## config.mk

```make
export PLATFORM = sky130hd
export DESIGN_NAME = spi_pwm_multi_flat
export DESIGN_NICKNAME = d
export VERILOG_FILES = /design/src/rtl/spi_pwm_multi_pkg.sv /design/src/rtl/spi_pwm_multi_if.sv /design/src/rtl/spi_pwm_multi_frame_rx.sv /design/src/rtl/spi_pwm_multi.sv /design/src/flat_wrapper.sv
export SDC_FILE = /design/constraint.sdc
export NUM_CORES = 1
export LEC_CHECK = 0
export ABC_AREA = 0
export CORE_AREA = 5 5 181 183
export CTS_BUF_LIST = sky130_fd_sc_hd__clkbuf_16
export DETAILED_ROUTE_END_ITERATION = 7
export DIE_AREA = 0 0 186 188
export PLACE_DENSITY = 0.76
export SKIP_LAST_GASP = 1
export SLEW_MARGIN = 20
export SYNTH_ARGS = -nofsm -noshare
export SYNTH_HDL_FRONTEND = slang
export SYNTH_SLANG_ARGS = --single-unit
```

## constraint.sdc

```tcl
create_clock -name clk -period 5.1 [get_ports clk]
set_input_delay 0.51 -clock clk [delete_from_list [all_inputs] [get_ports clk]]
set_output_delay 0.51 -clock clk [all_outputs]
set_load 0.005 [all_outputs]
```

## src/rtl/spi_pwm_multi_pkg.sv

```systemverilog
// Shared constants for the SPI register slave and the multi-channel PWM block.
package spi_pwm_pkg;
  localparam int FRAME_BITS = 16;
  localparam int SYNC_DEPTH = 2;
  localparam int CNT_W      = 5;

  localparam logic [CNT_W-1:0] CNT_FULL = CNT_W'(FRAME_BITS);
  localparam logic [CNT_W-1:0] CNT_SAT  = CNT_W'(FRAME_BITS + 1);

  localparam logic [6:0] ADDR_EN_OUT0   = 7'h00;
  localparam logic [6:0] ADDR_EN_OUT1   = 7'h01;
  localparam logic [6:0] ADDR_EN_PWM0   = 7'h02;
  localparam logic [6:0] ADDR_EN_PWM1   = 7'h03;
  localparam logic [6:0] ADDR_STATUS    = 7'h04;
  localparam logic [6:0] ADDR_DUTY_BASE = 7'h10;
endpackage

```

## src/rtl/spi_pwm_multi_if.sv

```systemverilog
// SPI mode-0 pad bundle; the controller side drives sclk/copi/ncs, the peripheral drives cipo/cipo_oe.
interface spi_pwm_multi_if;
  logic sclk;
  logic copi;
  logic ncs;
  logic cipo;
  logic cipo_oe;

  modport master (output sclk, output copi, output ncs, input cipo, input cipo_oe);
  modport slave  (input sclk, input copi, input ncs, output cipo, output cipo_oe);
endinterface

```

## src/rtl/spi_pwm_multi_frame_rx.sv

```systemverilog
// SPI mode-0 frame receiver: synchronisers, edge detection, bit counting,
// read shift-out and one-clk write-commit / frame-error strobes.
module spi_frame_rx
  import spi_pwm_pkg::*;
(
  input  logic       clk,
  input  logic       rst,
  input  logic       sclk,
  input  logic       copi,
  input  logic       ncs,
  output logic       cipo,
  output logic       cipo_oe,
  output logic [6:0] rd_addr,
  input  logic [7:0] rd_data,
  output logic       wr_stb,
  output logic [6:0] wr_addr,
  output logic [7:0] wr_data,
  output logic       ferr_stb
);
  logic [SYNC_DEPTH:0]   sclk_sync_q, sclk_sync_d, ncs_sync_q, ncs_sync_d;
  logic [SYNC_DEPTH-1:0] copi_sync_q, copi_sync_d;
  logic [CNT_W-1:0]      bit_cnt_q, bit_cnt_d;
  logic [FRAME_BITS-1:0] shift_in_q, shift_in_d;
  logic [7:0]            shift_out_q, shift_out_d;
  logic active_q, active_d, rd_pend_q, rd_pend_d, dphase_q, dphase_d;
  logic wr_stb_q, wr_stb_d, ferr_stb_q, ferr_stb_d;
  logic sclk_rise, sclk_fall, ncs_rise, ncs_fall;

  always_comb begin
    sclk_sync_d = {sclk_sync_q[SYNC_DEPTH-1:0], sclk};
    ncs_sync_d  = {ncs_sync_q[SYNC_DEPTH-1:0], ncs};
    copi_sync_d = {copi_sync_q[SYNC_DEPTH-2:0], copi};
    sclk_rise   = sclk_sync_q[SYNC_DEPTH-1] & ~sclk_sync_q[SYNC_DEPTH];
    sclk_fall   = ~sclk_sync_q[SYNC_DEPTH-1] & sclk_sync_q[SYNC_DEPTH];
    ncs_rise    = ncs_sync_q[SYNC_DEPTH-1] & ~ncs_sync_q[SYNC_DEPTH];
    ncs_fall    = ~ncs_sync_q[SYNC_DEPTH-1] & ncs_sync_q[SYNC_DEPTH];

    bit_cnt_d   = bit_cnt_q;
    shift_in_d  = shift_in_q;
    shift_out_d = shift_out_q;
    active_d    = active_q;
    dphase_d    = dphase_q;
    rd_pend_d   = 1'b0;
    wr_stb_d    = 1'b0;
    ferr_stb_d  = 1'b0;

    if (ncs_fall) begin
      active_d  = 1'b1;
      bit_cnt_d = '0;
      dphase_d  = 1'b0;
    end else if (ncs_rise) begin
      active_d = 1'b0;
      dphase_d = 1'b0;
      if (active_q) begin
        if (bit_cnt_q == CNT_FULL) wr_stb_d = ~shift_in_q[FRAME_BITS-1];
        else if (bit_cnt_q != '0) ferr_stb_d = 1'b1;
      end
    end else if (active_q) begin
      if (sclk_rise) begin
        shift_in_d = {shift_in_q[FRAME_BITS-2:0], copi_sync_q[SYNC_DEPTH-1]};
        if (bit_cnt_q != CNT_SAT) bit_cnt_d = bit_cnt_q + 5'd1;
        rd_pend_d = (bit_cnt_q == 5'd7);
        if (bit_cnt_q == 5'd15) dphase_d = 1'b0;
      end
      if (rd_pend_q && shift_in_q[7]) begin
        shift_out_d = rd_data;
        dphase_d    = 1'b1;
      end
      // MSB is held through the 9th rise; later falls advance to the next bit.
      if (sclk_fall && dphase_q && bit_cnt_q >= 5'd9) shift_out_d = {shift_out_q[6:0], 1'b0};
    end
  end

  always_ff @(posedge clk) begin
    if (rst) begin
      sclk_sync_q <= '0;
      ncs_sync_q  <= '0;
      copi_sync_q <= '0;
      bit_cnt_q   <= '0;
      shift_in_q  <= '0;
      shift_out_q <= '0;
      active_q    <= 1'b0;
      dphase_q    <= 1'b0;
      rd_pend_q   <= 1'b0;
      wr_stb_q    <= 1'b0;
      ferr_stb_q  <= 1'b0;
    end else begin
      sclk_sync_q <= sclk_sync_d;
      ncs_sync_q  <= ncs_sync_d;
      copi_sync_q <= copi_sync_d;
      bit_cnt_q   <= bit_cnt_d;
      shift_in_q  <= shift_in_d;
      shift_out_q <= shift_out_d;
      active_q    <= active_d;
      dphase_q    <= dphase_d;
      rd_pend_q   <= rd_pend_d;
      wr_stb_q    <= wr_stb_d;
      ferr_stb_q  <= ferr_stb_d;
    end
  end

  assign cipo     = dphase_q & shift_out_q[7];
  assign cipo_oe  = active_q;
  assign rd_addr  = shift_in_q[6:0];
  assign wr_stb   = wr_stb_q;
  assign wr_addr  = shift_in_q[14:8];
  assign wr_data  = shift_in_q[7:0];
  assign ferr_stb = ferr_stb_q;
endmodule

```

## src/rtl/spi_pwm_multi.sv

```systemverilog
// Multi-channel PWM peripheral: SPI register file, shadowed duty registers,
// shared prescaler/counter timebase and registered per-channel outputs.
module spi_pwm_multi
  import spi_pwm_pkg::*;
#(
  parameter int NCH     = 16,
  parameter int DUTY_W  = 8,
  parameter int CLK_DIV = 3333
) (
  input  logic               clk,
  input  logic               rst,
  spi_pwm_multi_if.slave     spi,
  output logic [NCH-1:0]     out,
  output logic               frame_err
);
  localparam int PW = (CLK_DIV > 1) ? $clog2(CLK_DIV) : 1;
  localparam logic [PW-1:0]     PRESC_LAST = PW'(CLK_DIV - 1);
  localparam logic [DUTY_W-1:0] CNT_LAST   = DUTY_W'((1 << DUTY_W) - 2);
  localparam logic [DUTY_W-1:0] DUTY_FULL  = '1;
  localparam logic [15:0]       CH_MASK    = 16'((32'd1 << NCH) - 32'd1);

  logic [15:0]       en_out_q, en_out_d, en_pwm_q, en_pwm_d;
  logic              ferr_q, ferr_d;
  logic [DUTY_W-1:0] shadow_q [NCH];
  logic [DUTY_W-1:0] shadow_d [NCH];
  logic [DUTY_W-1:0] active_q [NCH];
  logic [DUTY_W-1:0] active_d [NCH];
  logic [PW-1:0]     presc_q, presc_d;
  logic [DUTY_W-1:0] cnt_q, cnt_d;
  logic [NCH-1:0]    out_q, out_d;
  logic [6:0]        rd_addr, wr_addr;
  logic [7:0]        rd_data, wr_data;
  logic              wr_stb, ferr_stb, tick, wrap;

  spi_frame_rx u_rx (
    .clk, .rst,
    .sclk(spi.sclk), .copi(spi.copi), .ncs(spi.ncs),
    .cipo(spi.cipo), .cipo_oe(spi.cipo_oe),
    .rd_addr, .rd_data, .wr_stb, .wr_addr, .wr_data, .ferr_stb
  );

  always_comb begin
    en_out_d = en_out_q;
    en_pwm_d = en_pwm_q;
    ferr_d   = ferr_q;
    shadow_d = shadow_q;
    if (wr_stb) begin
      case (wr_addr)
        ADDR_EN_OUT0: en_out_d[7:0]  = wr_data & CH_MASK[7:0];
        ADDR_EN_OUT1: en_out_d[15:8] = wr_data & CH_MASK[15:8];
        ADDR_EN_PWM0: en_pwm_d[7:0]  = wr_data & CH_MASK[7:0];
        ADDR_EN_PWM1: en_pwm_d[15:8] = wr_data & CH_MASK[15:8];
        ADDR_STATUS:  if (wr_data[0]) ferr_d = 1'b0;
        default: ;
      endcase
      for (int ch = 0; ch < NCH; ch++)
        if (wr_addr == ADDR_DUTY_BASE + 7'(ch)) shadow_d[ch] = wr_data[DUTY_W-1:0];
    end
    if (ferr_stb) ferr_d = 1'b1;
  end

  always_comb begin
    rd_data = '0;
    case (rd_addr)
      ADDR_EN_OUT0: rd_data = en_out_q[7:0];
      ADDR_EN_OUT1: rd_data = en_out_q[15:8];
      ADDR_EN_PWM0: rd_data = en_pwm_q[7:0];
      ADDR_EN_PWM1: rd_data = en_pwm_q[15:8];
      ADDR_STATUS:  rd_data = {7'b0, ferr_q};
      default: ;
    endcase
    for (int ch = 0; ch < NCH; ch++)
      if (rd_addr == ADDR_DUTY_BASE + 7'(ch)) rd_data = 8'(shadow_q[ch]);
  end

  // Active duties only change on the counter wrap so a period is never cut short.
  always_comb begin
    tick     = (presc_q == PRESC_LAST);
    wrap     = tick && (cnt_q == CNT_LAST);
    presc_d  = tick ? '0 : presc_q + 1'b1;
    cnt_d    = !tick ? cnt_q : (wrap ? '0 : cnt_q + 1'b1);
    active_d = wrap ? shadow_q : active_q;
  end

  for (genvar ch = 0; ch < NCH; ch++) begin : g_ch
    logic pwm;
    assign pwm       = (cnt_q < active_q[ch]) || (active_q[ch] == DUTY_FULL);
    assign out_d[ch] = en_out_q[ch] & (en_pwm_q[ch] ? pwm : 1'b1);
  end

  always_ff @(posedge clk) begin
    if (rst) begin
      en_out_q <= '0;
      en_pwm_q <= '0;
      ferr_q   <= 1'b0;
      shadow_q <= '{default: '0};
      active_q <= '{default: '0};
      presc_q  <= '0;
      cnt_q    <= '0;
      out_q    <= '0;
    end else begin
      en_out_q <= en_out_d;
      en_pwm_q <= en_pwm_d;
      ferr_q   <= ferr_d;
      shadow_q <= shadow_d;
      active_q <= active_d;
      presc_q  <= presc_d;
      cnt_q    <= cnt_d;
      out_q    <= out_d;
    end
  end

  assign out       = out_q;
  assign frame_err = ferr_q;
endmodule

```

## src/flat_wrapper.sv

```systemverilog
// flat-port wrapper written by rule: the top's interface ports become plain ports
module spi_pwm_multi_flat import spi_pwm_pkg::*;
#(
  parameter int NCH     = 16,
  parameter int DUTY_W  = 8,
  parameter int CLK_DIV = 3333
)
  (clk, rst, out, frame_err, spi_sclk, spi_copi, spi_ncs, spi_cipo, spi_cipo_oe);
  spi_pwm_multi_if spi_i ();
  input  logic clk;
  input  logic rst;
  output logic [NCH-1:0] out;
  output logic frame_err;
  input wire logic [$bits(spi_i.sclk)-1:0] spi_sclk;
  input wire logic [$bits(spi_i.copi)-1:0] spi_copi;
  input wire logic [$bits(spi_i.ncs)-1:0] spi_ncs;
  output wire logic [$bits(spi_i.cipo)-1:0] spi_cipo;
  output wire logic [$bits(spi_i.cipo_oe)-1:0] spi_cipo_oe;
  assign spi_i.sclk = spi_sclk;
  assign spi_i.copi = spi_copi;
  assign spi_i.ncs = spi_ncs;
  assign spi_cipo = spi_i.cipo;
  assign spi_cipo_oe = spi_i.cipo_oe;
  spi_pwm_multi #(.NCH(NCH), .DUTY_W(DUTY_W), .CLK_DIV(CLK_DIV)) u_core (.clk(clk), .rst(rst), .spi(spi_i), .out(out), .frame_err(frame_err));
endmodule
```

* Word-level counts from Yosys, hierarchy flattened
Index checks and enable logic that the tools add are counted.
** Storage, ports and cells
- Register bits :: 367
- Input port bits :: 5
- Output and inout port bits :: 19
- Logic and storage cells :: 271
** Operators by class
- Add/sub/neg operators :: 3
- $lt $le $gt $ge :: 17
- Eq/ne operators :: 62
- Muxes and demuxes :: 46
- Bitwise logic cells :: 31
- Reduce and logical (&&, ||, !) cells :: 61
** Operators with widths (count)
- $eq 7x5->1 const B :: 32
- $mux 8 :: 19
- $eq 8x8->1 const B :: 17
- $lt 8x8->1 :: 16
- $pmux 8 s5 :: 1
- $reduce_and 2->1 :: 20
- $eq 7x2->1 const B :: 4
- $mux 1 :: 26
- $and 1x1->1 :: 21
- $logic_or 1x1->1 :: 16
- $reduce_or 5->1 :: 3
- $eq 7x1->1 const B :: 2
- $eq 7x3->1 const B :: 2
- $logic_not 7->1 :: 2
- $reduce_bool 2->1 :: 7
- $add 12x1->12 const B :: 1
- $eq 12x12->1 const B :: 1
- $reduce_and 4->1 :: 3
- $not 1->1 :: 10
- $add 8x1->8 const B :: 1
- $reduce_and 3->1 :: 2
- $add 5x1->5 const B :: 1
- $eq 5x3->1 const B :: 1
- $eq 5x4->1 const B :: 1
- other kinds (7) :: 11

* Logic depth before layout (Yosys ltp)
- Depth after elaboration :: 20
- Gate-level depth with buffers :: 11
- Mapped depth without buffers :: 8

* Modules after synthesis
A second synthesis with hierarchy kept.
** Unflattened totals
- Cell total of the unflattened synthesis :: 2209
- Area total of the unflattened synthesis :: 18272.5 µm²
** By module, submodules not included
- spi_pwm_multi :: times used 1, cells each 1990, area an instance 16360.7 µm², sequential area each 6506.2 µm²
- spi_frame_rx :: times used 1, cells each 219, area an instance 1911.8 µm², sequential area each 840.8 µm²

* Worst setup path before layout
OpenSTA, ideal clock, no wires.
- Path kind :: register to register
- Start point :: register u_core.cnt_q[3]
- End point :: register u_core.active_q[8] (netlist bit)
- Library setup time :: 70 ps
- Arrival time :: 1998 ps
- Data required time :: 5030 ps
- Setup slack :: 3031 ps
- Cell stages (with the launch flop) :: 8
- Path buffers :: 2
- Path through :: dfxtp_1 -> and3_1 -> nand2_1 -> nor3_2 -> buf_2 -> buf_2 -> nand2_1 -> a21oi_1
** Between the ends
- Longest elaborated chain between the ends :: 2
** RTL lines
- start: declaration :: line spi_pwm_multi.sv:29 : logic [DUTY_W-1:0] cnt_q, cnt_d;
- start signal: assignment :: line spi_pwm_multi.sv:108 : cnt_q <= cnt_d;
- $eq 8x8->1 :: line spi_pwm_multi.sv:79 : wrap = tick && (cnt_q == CNT_LAST);
- $logic_and 1x1->1 :: line spi_pwm_multi.sv:79
- end signal: assignment :: line spi_pwm_multi.sv:106 : active_q <= active_d;
- end: declaration :: line spi_pwm_multi.sv:26 : logic [DUTY_W-1:0] active_q [NCH];
Every way passes these cells.
A chain may end at the register's enable or synchronous reset.

* Final worst setup path
- Start point :: register u_core.u_rx.bit_cnt_q[1]
- End point :: register u_core.u_rx.shift_out_q[4]
** Between the ends
- Longest elaborated chain between the ends :: 4
- Elaborated cells between the ends (all ways) :: 5
** RTL lines
- start: declaration :: line spi_pwm_multi_frame_rx.sv:22 : logic [CNT_W-1:0] bit_cnt_q, bit_cnt_d;
- start signal: assignment :: line spi_pwm_multi_frame_rx.sv:91 : bit_cnt_q <= bit_cnt_d;
- $ge 5x4->1 * :: line spi_pwm_multi_frame_rx.sv:70 : if (sclk_fall && dphase_q && bit_cnt_q >= 5'd9) shift_out_d = {shift_out_q[6:0], 1'b0};
- $logic_and 1x1->1 * :: line spi_pwm_multi_frame_rx.sv:70
- $reduce_bool 2->1 (no source line)
- $reduce_and 4->1 (no source line)
- end signal: assignment :: line spi_pwm_multi_frame_rx.sv:93 : shift_out_q <= shift_out_d;
- end: declaration :: line spi_pwm_multi_frame_rx.sv:24 : logic [7:0] shift_out_q, shift_out_d;
Mark *: on every way between the ends. The rest lies on a longest branch, timed or not.

==> Implementation_results.wiki <==
{| class="wikitable"
! Metric !! Value
|-
| Status || finished, final reports clean
|-
| Max FO, Critical Path || 16
|-
| RD Place Congestion || 1.01
|-
| Path depth of the worst reg2reg path || 8
|-
| Area Growth Syn to Fin || 9.03%
|-
| Cell at the root of the clock tree || sky130_fd_sc_hd__clkbuf_16
|-
| Type of the worst min-delay path || reg -> reg
|-
| Final setup violation count || 0
|-
| Clock Tree Buf Depth || 3
|-
| Clock tree from TritonCTS || yes
|-
| Sequential fraction of the synthesis area || 40.2%
|-
| CTS Hold Buffers Added || 0
|-
| Launching element of the worst setup path || u_core.u_rx.bit_cnt_q[1]
|-
| Maximum number of pins on one net before global-route repair || 194
|-
| Setup crit end || u_core.u_rx.shift_out_q[4]
|-
| Standard-cell rows || 65
|-
| Worst-skew pair later-pin latency || 0.53 ns
|-
| Worst r2r src || u_core.u_rx.bit_cnt_q[1]
|-
| Routed wire length || 54.3 mm
|-
| Mapped Avg Cell Area || 7.98 um^2
|-
| Crit path required time || 5.52 ns
|-
| # clock sinks || 367
|-
| HPWL Detailed || 36.2 mm
|-
| Share of synthesized flip-flops with an asynchronous set or reset || 0%
|-
| Total Die Area || 0.0350 mm^2
|-
| Post-CTS Repair Setup Buffers || 0
|-
| Number of synthesized flops with an enable pin || 0
|-
| Initial core utilization || 58.8%
|-
| Detailed-route DRC error count || 0
|-
| Synth cell count leaders || 416 x sky130_fd_sc_hd__nand2_1, 367 x sky130_fd_sc_hd__dfxtp_1, 294 x sky130_fd_sc_hd__a21oi_1, 165 x sky130_fd_sc_hd__nor2_1, 150 x sky130_fd_sc_hd__nand3_1
|-
| Residual overflow from global routing || 0
|-
| Drt wl/cell || 20.4 um
|-
| Synth warnings || 0
|-
| CP startpoint kind || flop
|-
| Chip Width || 186 um
|-
| Filler Cell Count || 2616
|-
| H-tree lvl count || 2
|-
| Total CTS buffers || 41
|-
| Clk slew on worst S/H paths || 0.06 ns
|-
| Max VDD drop || 0.000364 V
|-
| Number of violations of the max-capacitance limit || 0
|-
| Count of mapped cells out of synthesis || 2288
|-
| Worst slew pin tran || 1.10 ns
|-
| RR Endpoint || u_core.u_rx.shift_out_q[4]
|-
| Final critical delay including setup and external delays || 3.01 ns
|-
| # nets final || 2359
|-
| Count of cells resized by post-cts repair || 0
|-
| Hold WS || 0.416 ns
|-
| Area share of the leading cell type in the synthesized netlist || 40.2%
|-
| Number of unique standard cell types used by synthesis || 71
|-
| Share of the clock period used by the worst path || 59.1%
|-
| Count of pins on the block boundary || 24
|-
| Global-route wire length before repair || 85.7 mm
|-
| Vertical extent of the die || 188 um
|-
| Net count after synthesis || 2415
|-
| Detailed-routing iteration count for the pre-antenna-repair pass || 6
|-
| Data arrival time of the critical path || 3.44 ns
|-
| Dominant cell by count in the synthesized netlist || sky130_fd_sc_hd__nand2_1
|-
| CORE AREA || 0.0311 mm^2
|-
| Count of antenna-violating nets left after detailed routing || 0
|-
| Maximum clock skew at final layout || 0.0153 ns
|-
| Cell types with the largest area share after synthesis || sky130_fd_sc_hd__dfxtp_1 40%, sky130_fd_sc_hd__nand2_1 8.6%, sky130_fd_sc_hd__ha_1 8.4%
|-
| Pwr dens || 288 mW/mm^2
|-
| Achievable clock frequency || 332 MHz
|-
| Classification of the worst setup path || reg -> reg
|-
| Count of vias placed by the detailed router || 16335
|-
| Setup_tns || 0 ns
|-
| Avg Vias per Cell || 6.13
|-
| Initial detailed-routing violation count || 1811
|-
| Critical path capture point type || flop
|-
| Largest area contributor in the netlist || sky130_fd_sc_hd__dfxtp_1
|-
| Pleak || 6.67 nW
|-
| # port buffers || 23
|-
| Max-slew violation total from the final report || 0
|-
| GRT Resource Usage Total || 30.7%
|-
| Cell area after synthesis || 0.0183 mm^2
|-
| Top FF cell, synth || sky130_fd_sc_hd__dfxtp_1
|-
| Via count of the first global-routing pass || 15620
|-
| Worst slew margin || 26.0%
|-
| N_diodes || 0
|-
| Initial antenna violation count || 1
|-
| Proportion of layout cells with a drive suffix above 1 || 5.65%
|-
| Final-report hold violation count || 0
|-
| Worst-case register-to-register setup slack || 2.09 ns
|-
| Number of flip-flops and latches in the synthesized netlist || 367
|-
| Unrepaired setup endpoints after global routing || false
|}
-- routing by layer --
| metal | GRT usage [%] | vias to the layer above | wire [um] |
|---|---|---|---|
| met5 | 0 | - | 18 |
| met2 | 46.5 | 675 | 23800 |
| met1 | 42.3 | 7741 | 23100 |
| li1 | - | 7745 | - |
| met3 | 6.54 | 172 | 4730 |
| met4 | 13.4 | 2 | 2680 |
-- logic make-up (layout without fill, tap and decap cells) --
| family | count (synthesis) | in the layout | share of synthesized area (%) |
|---|---|---|---|
| AND/OR/NAND/NOR | 903 | 903 | 22.2 |
| AO/OA/AOI/OAI | 477 | 477 | 15.2 |
| flip-flops | 367 | 367 | 40.2 |
| buffers and inverters | 287 | 263 | 6.20 |
| adder cells (fa/ha/maj) | 122 | 122 | 8.36 |
| multiplexers | 112 | 112 | 6.81 |
| XOR/XNOR | 20 | 20 | 0.959 |
-- state kept, by name (all words and copies together), names as in the netlist, 2 cells and up --
register	cells
u_core.en_out_q	16
u_core.u_rx.shift_in_q	16
u_core.out	16
u_core.u_rx.sclk_sync_q	3
u_core.presc_q	12
u_core.u_rx.copi_sync_q	2
u_core.en_pwm_q	16
u_core.shadow_q	128
u_core.cnt_q	8
u_core.u_rx.shift_out_q	8
u_core.u_rx.ncs_sync_q	3
u_core.u_rx.bit_cnt_q	5
u_core.active_q	128
-- through the flow --
stage / util [%] / power [mW] / worst slack, ns / std cells / cell area, um^2
finish: 64.1 / 5.73 / 2.09 / 2666 / 19900
global placement: 60.0 / 3.00 / 2.28 / 2591 / 18600
CTS: 64.1 / 5.76 / 2.18 / 2666 / 19900
global route: 64.1 / 5.89 / 1.89 / 2666 / 19900
floorplan: - / 2.99 / 3.03 / 2288 / 18300
detailed placement: 60.0 / 3.00 / 2.19 / 2591 / 18600
-- critical path: stages, from the launching register on --
cell                        delay [ns]
sky130_fd_sc_hd__dfxtp_1          0.38
sky130_fd_sc_hd__inv_1            0.10
sky130_fd_sc_hd__ha_1             0.21
sky130_fd_sc_hd__o41a_1           0.34
sky130_fd_sc_hd__o21ai_1          0.86
sky130_fd_sc_hd__a21oi_1          0.42
sky130_fd_sc_hd__o2111ai_1        0.26
sky130_fd_sc_hd__a221oi_2         0.06
sky130_fd_sc_hd__a211o_1          0.28
-- final cells by class --
cell class	instances	area [um^2]	area share, %
Multi-Input combinational cell	1634	9800	49.2
Sequential cell	367	7360	36.9
Timing Repair Buffer	55	488	2.45
Tap cell	402	503	2.53
Clock buffer	43	1080	5.40
Clock inverter	32	190	0.955
Inverter	133	499	2.51
-- worst min-delay path by stage --
stage	startpoint	endpoint	slack, ns	cells past startpoint
final	u_core.u_rx.shift_in_q[15]	u_core.u_rx.wr_stb	0.42	1
after global routing	u_core.u_rx.shift_in_q[15]	u_core.u_rx.wr_stb	0.45	1
after CTS	u_core.u_rx.shift_in_q[15]	u_core.u_rx.wr_stb	0.42	1
after detailed placement	u_core.u_rx.shift_in_q[15]	u_core.u_rx.wr_stb	0.42	1
after global placement	u_core.u_rx.shift_in_q[15]	u_core.u_rx.wr_stb	0.41	1
after floorplan	u_core.u_rx.shift_in_q[15]	u_core.u_rx.wr_stb	0.40	1
-- power by group --
group | internal, mW | switching, mW | total [mW]
Clock | 1.62 | 1.17 | 2.79
Sequential | 2.87 | 0.00322 | 2.87
Combinational | 0.0117 | 0.0545 | 0.0662
Total | 4.50 | 1.23 | 5.73
-- cells in the final DEF (no fill, tap or decap), drive strengths merged, types with 11 or more instances in the layout --
master / count
xor2: 12
o21ai: 62
o22ai: 11
clkbuf: 43
nor3: 19
nor2: 167
buf: 33
inv: 145
a21oi: 294
ha: 122
mux2i: 95
and3: 23
clkdlybuf4s50: 22
clkinv: 17
a21o: 33
nand2b: 27
nand4: 47
nand2: 416
o221ai: 19
nor2b: 22
dfxtp: 367
nand3: 150
(Power assumes the default switching activity.)
